### src/rtl/clb_cfg_pkg.sv
// clb_cfg_pkg: shared types and frame layout for the serially configured logic block.
package clb_cfg_pkg;

    // Configuration state of a block.
    typedef enum logic [1:0] {
        ST_UNCONF  = 2'd0,
        ST_LOADING = 2'd1,
        ST_RUN     = 2'd2
    } cfg_state_e;

    // Control field offsets, counted from the end of the truth table in a slice frame.
    localparam int OFF_OUTSEL = 0;
    localparam int OFF_FB     = 1;
    localparam int OFF_CEUSE  = 2;
    localparam int OFF_SRVAL  = 3;
    localparam int OFF_INIT   = 4;
    localparam int OFF_BYP    = 5;

    // Bits per slice frame: full truth table plus six control bits.
    function automatic int cfg_w(input int lut_k);
        return (1 << lut_k) + 6;
    endfunction

endpackage

### src/rtl/clb_slice.sv
// clb_slice: one LUT, D-input mux, flop with CE/SR, and comb/registered output select.
module clb_slice
    import clb_cfg_pkg::*;
#(
    parameter int LUT_K = 4,
    parameter int CFG_W = cfg_w(LUT_K)
) (
    input  logic             clk,
    input  logic             rst,
    input  logic             run,
    input  logic             stay_run,
    input  logic             enter,
    input  logic             init_new,
    input  logic [CFG_W-1:0] cfg,
    input  logic [LUT_K-1:0] lut_in,
    input  logic             ce,
    input  logic             sr,
    output logic             o,
    output logic             x
);

    localparam int TBL = 2**LUT_K;

    logic [TBL-1:0]   tbl;
    logic [LUT_K-1:0] lut_idx;
    logic             lut_out;
    logic             d;
    logic             q_q;
    logic             q_d;

    assign tbl = cfg[TBL-1:0];

    // LUT lookup; with feedback the top LUT input comes from Q so the loop is always registered.
    always_comb begin
        lut_idx = lut_in;
        if (cfg[TBL+OFF_FB]) begin
            lut_idx[LUT_K-1] = q_q;
        end
        lut_out = tbl[lut_idx];
        d       = cfg[TBL+OFF_BYP] ? lut_in[0] : lut_out;
    end

    // Next Q: INIT on entry to RUN, SR over CE while running, otherwise held at zero.
    always_comb begin
        q_d = 1'b0;
        if (enter) begin
            q_d = init_new;
        end else if (stay_run) begin
            if (sr) begin
                q_d = cfg[TBL+OFF_SRVAL];
            end else if (!cfg[TBL+OFF_CEUSE] || ce) begin
                q_d = d;
            end else begin
                q_d = q_q;
            end
        end
    end

    // Slice flop.
    always_ff @(posedge clk or posedge rst) begin
        if (rst) begin
            q_q <= 1'b0;
        end else begin
            q_q <= q_d;
        end
    end

    assign o = run & lut_out;
    assign x = run & (cfg[TBL+OFF_OUTSEL] ? q_q : lut_out);

endmodule

### src/rtl/clb_cfg.sv
// clb_cfg: logic block with a daisy-chainable serial configuration chain and N_SLICE slices.
module clb_cfg
    import clb_cfg_pkg::*;
#(
    parameter int LUT_K   = 4,
    parameter int N_SLICE = 2
) (
    input  logic                       K,
    input  logic                       RST,
    input  logic                       CFG_EN,
    input  logic                       CFG_DIN,
    output logic                       CFG_DOUT,
    output logic                       CFG_DONE,
    input  logic [N_SLICE*LUT_K-1:0]   I,
    input  logic [N_SLICE-1:0]         CE,
    input  logic [N_SLICE-1:0]         SR,
    output logic [N_SLICE-1:0]         O,
    output logic [N_SLICE-1:0]         X
);

    localparam int CFG_W   = cfg_w(LUT_K);
    localparam int CFG_LEN = N_SLICE * CFG_W;
    localparam int TBL     = 2**LUT_K;
    localparam int CNT_W   = $clog2(CFG_LEN + 1);
    localparam logic [CNT_W-1:0] CNT_ONE  = CNT_W'(1);
    localparam logic [CNT_W-1:0] CNT_LAST = CNT_W'(CFG_LEN - 1);

    cfg_state_e         state_q;
    cfg_state_e         state_d;
    logic [CFG_LEN-1:0] chain_q;
    logic [CFG_LEN-1:0] chain_d;
    logic [CNT_W-1:0]   count_q;
    logic [CNT_W-1:0]   count_d;
    logic               run;
    logic               stay_run;
    logic               enter;

    // State, configuration chain and bit counter registers.
    always_ff @(posedge K or posedge RST) begin
        if (RST) begin
            state_q <= ST_UNCONF;
            chain_q <= '0;
            count_q <= '0;
        end else begin
            state_q <= state_d;
            chain_q <= chain_d;
            count_q <= count_d;
        end
    end

    // Next state: every enabled edge shifts one bit; the last bit of a frame moves to RUN.
    always_comb begin
        state_d = state_q;
        count_d = count_q;
        chain_d = chain_q;
        if (CFG_EN) begin
            chain_d = {CFG_DIN, chain_q[CFG_LEN-1:1]};
            case (state_q)
                ST_LOADING: begin
                    if (count_q == CNT_LAST) begin
                        state_d = ST_RUN;
                        count_d = '0;
                    end else begin
                        count_d = count_q + CNT_ONE;
                    end
                end
                default: begin
                    state_d = ST_LOADING;
                    count_d = CNT_ONE;
                end
            endcase
        end
    end

    // Decoded controls for the slices and the done flag.
    always_comb begin
        run      = (state_q == ST_RUN);
        stay_run = run && !CFG_EN;
        enter    = (state_q == ST_LOADING) && CFG_EN && (count_q == CNT_LAST);
        CFG_DONE = run;
    end

    assign CFG_DOUT = chain_q[0];

    for (genvar s = 0; s < N_SLICE; s++) begin : g_slice
        clb_slice #(
            .LUT_K (LUT_K),
            .CFG_W (CFG_W)
        ) u_slice (
            .clk      (K),
            .rst      (RST),
            .run      (run),
            .stay_run (stay_run),
            .enter    (enter),
            .init_new (chain_d[s*CFG_W + TBL + OFF_INIT]),
            .cfg      (chain_q[s*CFG_W +: CFG_W]),
            .lut_in   (I[s*LUT_K +: LUT_K]),
            .ce       (CE[s]),
            .sr       (SR[s]),
            .o        (O[s]),
            .x        (X[s])
        );
    end

endmodule

### config.mk
export PLATFORM = sky130hd
export DESIGN_NAME = clb_cfg
export DESIGN_NICKNAME = d
export VERILOG_FILES = /design/src/rtl/clb_cfg_pkg.sv /design/src/rtl/clb_slice.sv /design/src/rtl/clb_cfg.sv
export SDC_FILE = /design/constraint.sdc
export NUM_CORES = 1
export LEC_CHECK = 0
export ABC_AREA = 1
export CORE_MARGIN = 2
export CORE_UTILIZATION = 55
export DETAILED_ROUTE_END_ITERATION = 12
export HOLD_SLACK_MARGIN = 0.03
export PLACE_DENSITY_LB_ADDON = 0.15
export SKIP_LAST_GASP = 1
export SYNTH_ARGS = -nofsm -noshare
export SYNTH_HDL_FRONTEND = slang
export SYNTH_SLANG_ARGS = --single-unit
### constraint.sdc
create_clock -name K -period 2.1 [get_ports K]
set_clock_uncertainty 0.05 [all_clocks]
set_input_delay 0.42 -clock K [delete_from_list [all_inputs] [get_ports K]]
set_output_delay 0.42 -clock K [all_outputs]
set_load 0.02 [all_outputs]
==> results of run 1 <==
[worst max-delay path: stages]
cell and delay [ns]:
clkdlybuf4s50_1 0.44, o21ai_4 0.17, nand3b_4 0.15, nand2_2 0.06
o21ai_2 0.10, inv_1 0.04, buf_4 0.15
[synth_stat cells (2+ instances only)]
cell / instances
buf_1: 4
nand3_1: 23
buf_2: 2
buf_4: 5
xor2_1: 4
o21ai_0: 38
o21ai_1: 11
nor2_1: 15
nand2_1: 84
clkbuf_1: 4
inv_2: 5
dfrtp_1: 54
inv_1: 43
o211ai_1: 6
a21oi_1: 11
nor2_2: 3
[timing repair]
item,CTS,global route
setup buffers,1,1
resized for setup,22,21
setup endpoints to repair,4,3
pin swaps,2,7
[cells by family (layout without fill, tap and decap cells)]
group                      after synthesis  count (layout)  share of synthesized area
buffers and inverters                   66              92                      0.110
DFF                                     54              54                      0.513
and+or+nand+nor                        131             131                      0.212
adders and majority gates                1               1                    0.00475
xor gates and xnor gates                 4               4                     0.0133
AOI/OAI and AO/OA                       70              70                      0.146
[metal layers]
metal,vias to the layer above,part of all wire,track usage
met5,-,0,0
met4,0,0.016,0.0741
li1,1082,-,-
met3,9,0.037,0.0470
met1,962,0.49,0.291
met2,32,0.46,0.321
[worst paths after layout]
kind,startpoint,cells past startpoint,end
max,I[7],7,X[1]
min,RST,3,chain_q[3]
max reg2reg,chain_q[7],13,g_slice[0].u_slice.q_q
min reg2reg,chain_q[6],2,chain_q[5]
max in group asynchronous,RST,3,g_slice[0].u_slice.q_q
min in group K,CFG_EN,3,chain_q[41]
[area by class of cell]
cell class	count	area, sq um	area share
clock buffer	6	72.6	0.0240
clock inverter	2	13.8	0.00456
inverter	49	188	0.0622
multi-input combinational	206	1010	0.336
sequential	54	1350	0.448
tap	54	67.6	0.0224
timing repair buffer	35	312	0.103
[flip-flops by register name, summed over array words and instances (netlist names)]
register and count:
chain_q 44, count_q 6, g_slice.u_slice.q_q 2, state_q 2
[power by group through the flow]
| stage | Clock (mW) | Combinational (mW) | Sequential (mW) |
|---|---|---|---|
| 3_5_place_dp | 0 | 0.503 | 1.36 |
| 6_report | 0.567 | 0.517 | 1.34 |
| 2_1_floorplan | 0 | 0.356 | 1.34 |
| 4_1_cts | 0.589 | 0.509 | 1.34 |
| 5_1_grt | 0.622 | 0.602 | 1.37 |
| 3_3_place_gp | 0 | 0.487 | 1.35 |
==> flow_summary.ini, run 1 <==
[yosys]
synth_area_leaders = dfrtp_1 (51%), nand2_1 (12%), o21ai_0 (7.2%), inv_1 (6.1%), nand3_1 (4.4%)
synth_top_area_frac = 0.513
yosysUniqueCellTypes = 30
synth_nets = 343
synthArstFlopShare = 1.00
synth_area_sq_um = 2630
synth_edf_count = 0
ys.flop_type = dfrtp_1
yosys.area.top_type = dfrtp_1
synthCells = 326
synth-seq-cells = 54
avgSynthCellArea_sq_um = 8.08
ys.warnings.count = 0
yosysSeqAreaShare = 0.513

[pwr]
pwr-share-seq = 0.553
switchingPower_uw = 752
total_power_mw = 2.43
p_int_mw = 1.67
leakagePower_nw = 1.48
pwr_density_cell_nw_per_um2 = 804
clock_power_share = 0.234
combinationalPowerShare = 0.213
ir_worst_vdd_uv = 551
switching_share = 0.310

[finish]
nFillCells = 412
finish.instance_area_sq_um = 3020
final_util = 0.648
areaGrowthSynthToFinish_pct = 14.6
instances_no_fill = 406
antenna_cells = 0
layout_common_cells = nand2_1 (84), dfrtp_1 (54), inv_1 (38), o21ai_0 (38), nand3_1 (22)
nNetsFinal = 368
drive_gt1_frac = 0.148
final_common_cell = nand2_1

[timing]
max_freq_mhz = 498
finalSetupViolCount = 0
setup_tns_ns = 0
drv_slew = 0
tightest_slew_ns = 0.331
hold_violations = 0
slew_headroom = 0.779
rsz0062_at_grt = yes
setup_ws_ns = 0.0935
finalCritPeriodShare = 0.955
hold_slack_ns = 0.422
finalCriticalPeriod_ns = 2.01

[setup_path]
path_class = primary input to output port
cp_max_fo = 2
reg2reg_slack_ns = 0.46
cp.required_ns = 1.63
cp-end-kind = output port
worstPathArrival_ns = 1.54
critPathLaunchType = primary input

[detailed_routing]
first_pass_iters = 4
vias = 2085
wl_per_cell_um = 12.2
drt-initial-drc-count = 135
viasPerCell = 5.14
drc = 0
wl_um = 4950
ant_nets = 0

[floorplanning]
core_area_sq_um = 4660
die-area_sq_um = 5360
fp.dieH_um = 73.2
start_util = 0.565
rows = 25
io_pins = 22
die-width_um = 73.2

[global_routing]
track_usage = 0.209
grt_pass1_wl_um = 8670
grt_overflow = 0
grt_max_degree = 55
grt_antenna_before_repair = 0
first_global_vias = 1979

[place]
pre_cts_ws_ns = -0.585
io_buffers = 21
gp_congestion = 0.753
hpwlAfterDp_um = 3550
post-place-cells = 396
placed_area_sq_um = 2900

[clock_network]
clockRootBuffer = clkbuf_8
cts_max_level = 2
clock_path_buffers = 2
cts_tree = done
hold_buffers = 0
worstSkewPairLatency_ns = 0.30
clkTransAtPathRegs_ns = 0.10
clock_sinks = 54
cts-buffers-inserted = 5

[min_path]
hold_class = primary input to async pin

[run]
maxCapViolations = 0

[status]
status = complete, no violations
(Power assumes the default switching activity.)
==> run 2, diff against run 1 <==
Settings changed: CORE_MARGIN 2 to unset.
==> run 2 against run 1 <==
  * Register-to-register slack got worse by 0.32 ns
  * Wire length increased by 2.2%
  * Cell count increased by 0.25%
  * Flip-flop and latch count unchanged
  * Critical endpoint is now O[1]
==> flow_summary.ini, run 2 (synthesized netlist as in run 1, its figures left out) <==
[floorplanning]
core_area_sq_um = 4470
die-width_um = 71.2
io_pins = 22
start_util = 0.588
fp.dieH_um = 71.2
die-area_sq_um = 5070
rows = 24

[run]
maxCapViolations = 0

[clock_network]
clock_sinks = 54
clock_path_buffers = 2
cts_max_level = 2
hold_buffers = 0
clkTransAtPathRegs_ns = 0.09
cts-buffers-inserted = 5
cts_tree = done
clockRootBuffer = clkbuf_8
worstSkewPairLatency_ns = 0.30

[place]
io_buffers = 21
pre_cts_ws_ns = -0.581
post-place-cells = 393
hpwlAfterDp_um = 3450
gp_congestion = 0.819

[timing]
tightest_slew_ns = 0.366
finalCritPeriodShare = 0.974
drv_slew = 0
setup_ws_ns = 0.0549
finalCriticalPeriod_ns = 2.05
hold_slack_ns = 0.358
rsz0062_at_grt = yes
hold_violations = 0
finalSetupViolCount = 0
max_freq_mhz = 489
setup_tns_ns = 0
slew_headroom = 0.755

[finish]
nFillCells = 347
final_util = 0.690
top_regs = chain_q x44, count_q x6
areaGrowthSynthToFinish_pct = 17.2
seq_area_sq_um = 1350
largest_reg_flops = 44
max_flop_register = chain_q
multi_input_area_sq_um = 1030
layout_common_cells = nand2_1 (84), dfrtp_1 (54), o21ai_0 (38)
drive_gt1_frac = 0.166
instances_no_fill = 407
antenna_cells = 0
final_common_cell = nand2_1
nNetsFinal = 371

[pwr]
leakagePower_nw = 1.52
pwr_density_cell_nw_per_um2 = 818
ir_worst_vdd_uv = 601

[detailed_routing]
viasPerCell = 5.04
first_pass_iters = 4
drc = 0
wl_um = 5060
drt-initial-drc-count = 179
ant_nets = 0
wl_per_cell_um = 12.4
vias = 2052

[global_routing]
first_global_vias = 1999
grt_overflow = 0
grt_antenna_before_repair = 0
grt_max_degree = 40
track_usage = 0.223
grt_pass1_wl_um = 8870

[setup_path]
cp.required_ns = 1.63
cp_slowest_cell = clkdlybuf4s50_1
path_cells = clkdlybuf4s50_1, o21ai_4, nand3b_4, buf_4, a21oi_1, buf_4
path_class = primary input to output port
slowest_delay_ns = 0.51
cp_common_cell = buf_4
critPathLaunchType = primary input
cp_max_fo = 2
cp-end-kind = output port
worstPathArrival_ns = 1.58

[min_path]
hold_class = primary input to async pin

[status]
status = complete, no violations
==> run 2: metrics by stage <==
stage          cell area [sq um]  total power, mW
2_1_floorplan               2630             1.69
3_3_place_gp                2910             1.84
3_5_place_dp                2910             1.86
4_1_cts                     3070             2.53
5_1_grt                     3090             2.69
6_report                    3090             2.52
==> run 2: final cells by class <==
type | count | share of cell area
sequential | 54 | 0.438
inverter | 49 | 0.0608
multi-input combinational | 206 | 0.333
tap | 52 | 0.0211
timing repair buffer | 38 | 0.112
clock buffer | 8 | 0.0357
==> run 2: power breakdown <==
part	switching (mW)	internal [mW]	leakage, nW	total [mW]
Sequential	0.126	1.22	0.703	1.35
Combinational	0.303	0.233	0.756	0.537
Clock	0.309	0.333	0.0575	0.642
==> run 2: per-layer routing <==
metal,part of all wire,up-vias,track usage
met5,0,-,0
met4,0.0085,0,0.0622
met3,0.029,4,0.0456
met2,0.46,32,0.354
met1,0.50,930,0.312
li1,-,1086,-
==> run 2: repair_timing <==
action,in CTS,in global routing
cloned,1,0
buffers inserted,5,1
resized for setup,27,22
pin swaps,3,13
endpoints found under the hold margin,0,0
endpoints found under the setup margin,4,4
==> run 2: path summary, 6_finish.rpt <==
| check | slack [ns] | end | depth (start not counted) | from |
|---|---|---|---|---|
| min in group K | 0.44 | chain_q[7] | 2 | chain_q[8] |
| max in group asynchronous | 1.13 | chain_q[24] | 3 | RST |
| worst max register to register | 0.14 | g_slice[0].u_slice.q_q | 16 | chain_q[6] |
| worst min register to register | 0.44 | chain_q[7] | 2 | chain_q[8] |
| worst min-delay path | 0.36 | g_slice[1].u_slice.q_q | 2 | RST |
| worst max-delay path | 0.05 | O[1] | 6 | I[7] |
==> run 2: critical path, delay by kind of cell <==
kind / cells / cell delay [ns]
compound gates: 2 / 0.18
buf+inv: 3 / 0.79
simple gates: 1 / 0.17
==> run 3, diff against run 2 <==
Settings changed: ABC_AREA 1 to unset.
==> run 3 against run 2 <==
  * Die area down 2.2%
  * Wire length down 2.2%
  * Largest power group unchanged
  * The run now ends with negative setup slack left
  * Hold slack better by 0.082 ns
  * Count of clock-buffer cells in the layout down 1
  * Critical path depth unchanged
  * Non-clock buffer count up 21
  * Largest cell class unchanged
  * Area after synthesis down 2.2%
  * Global-route usage about the same
  * Critical path type is now flop to output port
  * Flip-flop and latch count unchanged
  * First-iteration DRC count down 65%
==> flow_summary.ini, run 3 <==
[detailed_routing]
ant_nets = 0
first_pass_iters = 4
wl_um = 4950
wl_per_cell_um = 16.7
vias = 1704
viasPerCell = 5.74
drt-initial-drc-count = 62
drc = 0

[setup_path]
critPathLaunch = chain_q[13]
reg2reg_slack_ns = 0.35
reg2reg_depth = 6
critPathLaunchType = flop
path_delay_family = multiplexers
regToRegStartpoint = count_q[0]
crit_buf_inv = 1
timing.rr.end = count_q[3]
slowest_delay_ns = 0.47
cp_slowest_cell = mux4_2
cp_max_fo = 3
path_cells = mux4_2, mux2i_1, mux2i_1, mux2i_1, nor2_1, buf_2
cp-end-kind = output port
worstPathArrival_ns = 1.80
cp_common_cell = mux2i_1
path_class = flop to output port
cp.required_ns = 1.63

[timing]
hold_slack_ns = 0.440
max_freq_mhz = 440
finalCritPeriodShare = 1.08
finalCriticalPeriod_ns = 2.27
rsz0062_at_grt = yes
setup_tns_ns = -0.498
finalSetupViolCount = 4
tightest_slew_ns = 0.385
hold_violations = 0
setup_ws_ns = -0.172
slew_headroom = 0.743
drv_slew = 0

[pwr]
switching_share = 0.288
pwr-share-seq = 0.516
pwr_density_cell_nw_per_um2 = 974
total_power_mw = 3.08
leakagePower_nw = 1.49
switchingPower_uw = 886
combinationalPowerShare = 0.294
p_int_mw = 2.19
clock_power_share = 0.190
ir_worst_vdd_uv = 646

[finish]
top_regs = chain_q x44, count_q x6
max_flop_register = chain_q
final_common_cell = dfrtp_1
layout_common_cells = dfrtp_1 (53), mux2_2 (43), buf_4 (37)
drive_gt1_frac = 0.453
largest_reg_flops = 44
instances_no_fill = 297
nFillCells = 313
nNetsFinal = 261
antenna_cells = 0
finish.instance_area_sq_um = 3160
areaGrowthSynthToFinish_pct = 22.8

[clock_network]
clockRootBuffer = clkbuf_8
clock_path_buffers = 2
worstSkewPairLatency_ns = 0.31
clock_sinks = 54
clkTransAtPathRegs_ns = 0.09
cts_max_level = 2
cts-buffers-inserted = 5
cts_tree = done

[yosys]
synth_top_family_by_area = multiplexers
yosysSeqAreaShare = 0.525
synth-seq-cells = 54
synth.most_common_cell = dfrtp_1
synth_compound_area_frac = 0.0632
synthArstFlopShare = 1.00
ys.flop_type = dfrtp_1
synthCells = 189
synthTopCellsByCount = dfrtp_1 (54), mux2_2 (43), nor2_1 (11), mux2i_1 (7), nand2_1 (7)
yosysUniqueCellTypes = 39
avgSynthCellArea_sq_um = 13.6
synth_nets = 206
synth_area_sq_um = 2570
synth_area_leaders = dfrtp_1 (53%), mux2_2 (19%), mux4_2 (4.4%), mux4_1 (3.1%), mux2i_1 (2.7%)
muxShareOfSynthArea = 0.304
ys.warnings.count = 0
synthAdderAreaFrac = 0.00486
synth_top_area_frac = 0.525
synth_edf_count = 0
yosys.area_share.simple = 0.0661
yosys.area_share.xor_xnor = 0.00340
yosys.area.top_type = dfrtp_1

[global_routing]
grt_max_degree = 55
grt_pass1_wl_um = 8510
grt_overflow = 0
track_usage = 0.223
grt_antenna_before_repair = 0
first_global_vias = 1841

[run]
maxCapViolations = 0

[place]
io_buffers = 21
placed_area_sq_um = 3070
hpwlAfterDp_um = 3640
gp_congestion = 0.789
post-place-cells = 288

[min_path]
hold_class = primary input to async pin

[floorplanning]
die-width_um = 70.4
rows = 24
fp.dieH_um = 70.4
core_area_sq_um = 4410
start_util = 0.583
io_pins = 22
die-area_sq_um = 4960

[status]
violations = negative setup slack
status = complete, but fails checks
[run 3: repair_timing]
action | CTS | global route
setup buffers | 1 | 0
endpoints found under the setup margin | 5 | 4
resized for setup | 34 | 9
hold endpoints to repair | 0 | 0
hold buffers | 0 | 0
pin swaps | 0 | 1
[run 3: worst reg2reg max path, stage by stage, from the launching register on]
cell and delay (ns):
dfrtp_1 0.44, ha_1 0.21, nor2b_1 0.25, nand4b_1 0.24, a31oi_1 0.23, nand2b_1 0.15
o41ai_1 0.07
[run 3: power by group through the flow]
stage	Clock, mW	Sequential, mW	Combinational [mW]
after floorplan	0	1.51	0.529
after global placement	0	1.56	0.834
after detailed placement	0	1.60	0.891
after CTS	0.601	1.58	0.904
after global routing	0.650	1.62	0.980
final	0.585	1.59	0.904
[run 3: area by class of cell]
type                       count  area (sq um)  area share
clock buffer                   7          86.3      0.0273
clock inverter                 1          5.00     0.00158
inverter                       5          18.8     0.00594
multi-input combinational    119          1140       0.362
sequential                    54          1350       0.428
tap                           52          65.1      0.0206
timing repair buffer          59           489       0.155
[run 3: worst max path at each step]
stage / to / depth (start not counted)
finish: X[0] / 6
global route: X[0] / 6
CTS: X[0] / 6
detailed placement: X[1] / 6
global placement: X[0] / 7
floorplan: X[1] / 6
[run 3: kinds of logic (layout without fill, tap and decap cells)]
group	count (synthesis)	after routing
AO/OA/AOI/OAI	23	23
XOR/XNOR	1	1
adder cells (fa/ha/maj)	1	1
buffers and inverters	16	72
flip-flops	54	54
multiplexers	60	60
AND/OR/NAND/NOR	34	34
[run 3: layer usage]
layer  GRT usage  vias to the layer above  wire [um]
li1            -                      804          -
met1       0.284                      855       2150
met2       0.381                       35       2570
met3      0.0404                       10        146
met4      0.0800                        0         85
met5           0                        -          0
[run 3: metrics by stage]
stage | utilization | setup WS (ns)
after floorplan | - | 0.0859
after global placement | 0.695 | -0.954
after detailed placement | 0.695 | -0.974
after CTS | 0.710 | -0.196
after global routing | 0.716 | -0.294
final | 0.716 | -0.172
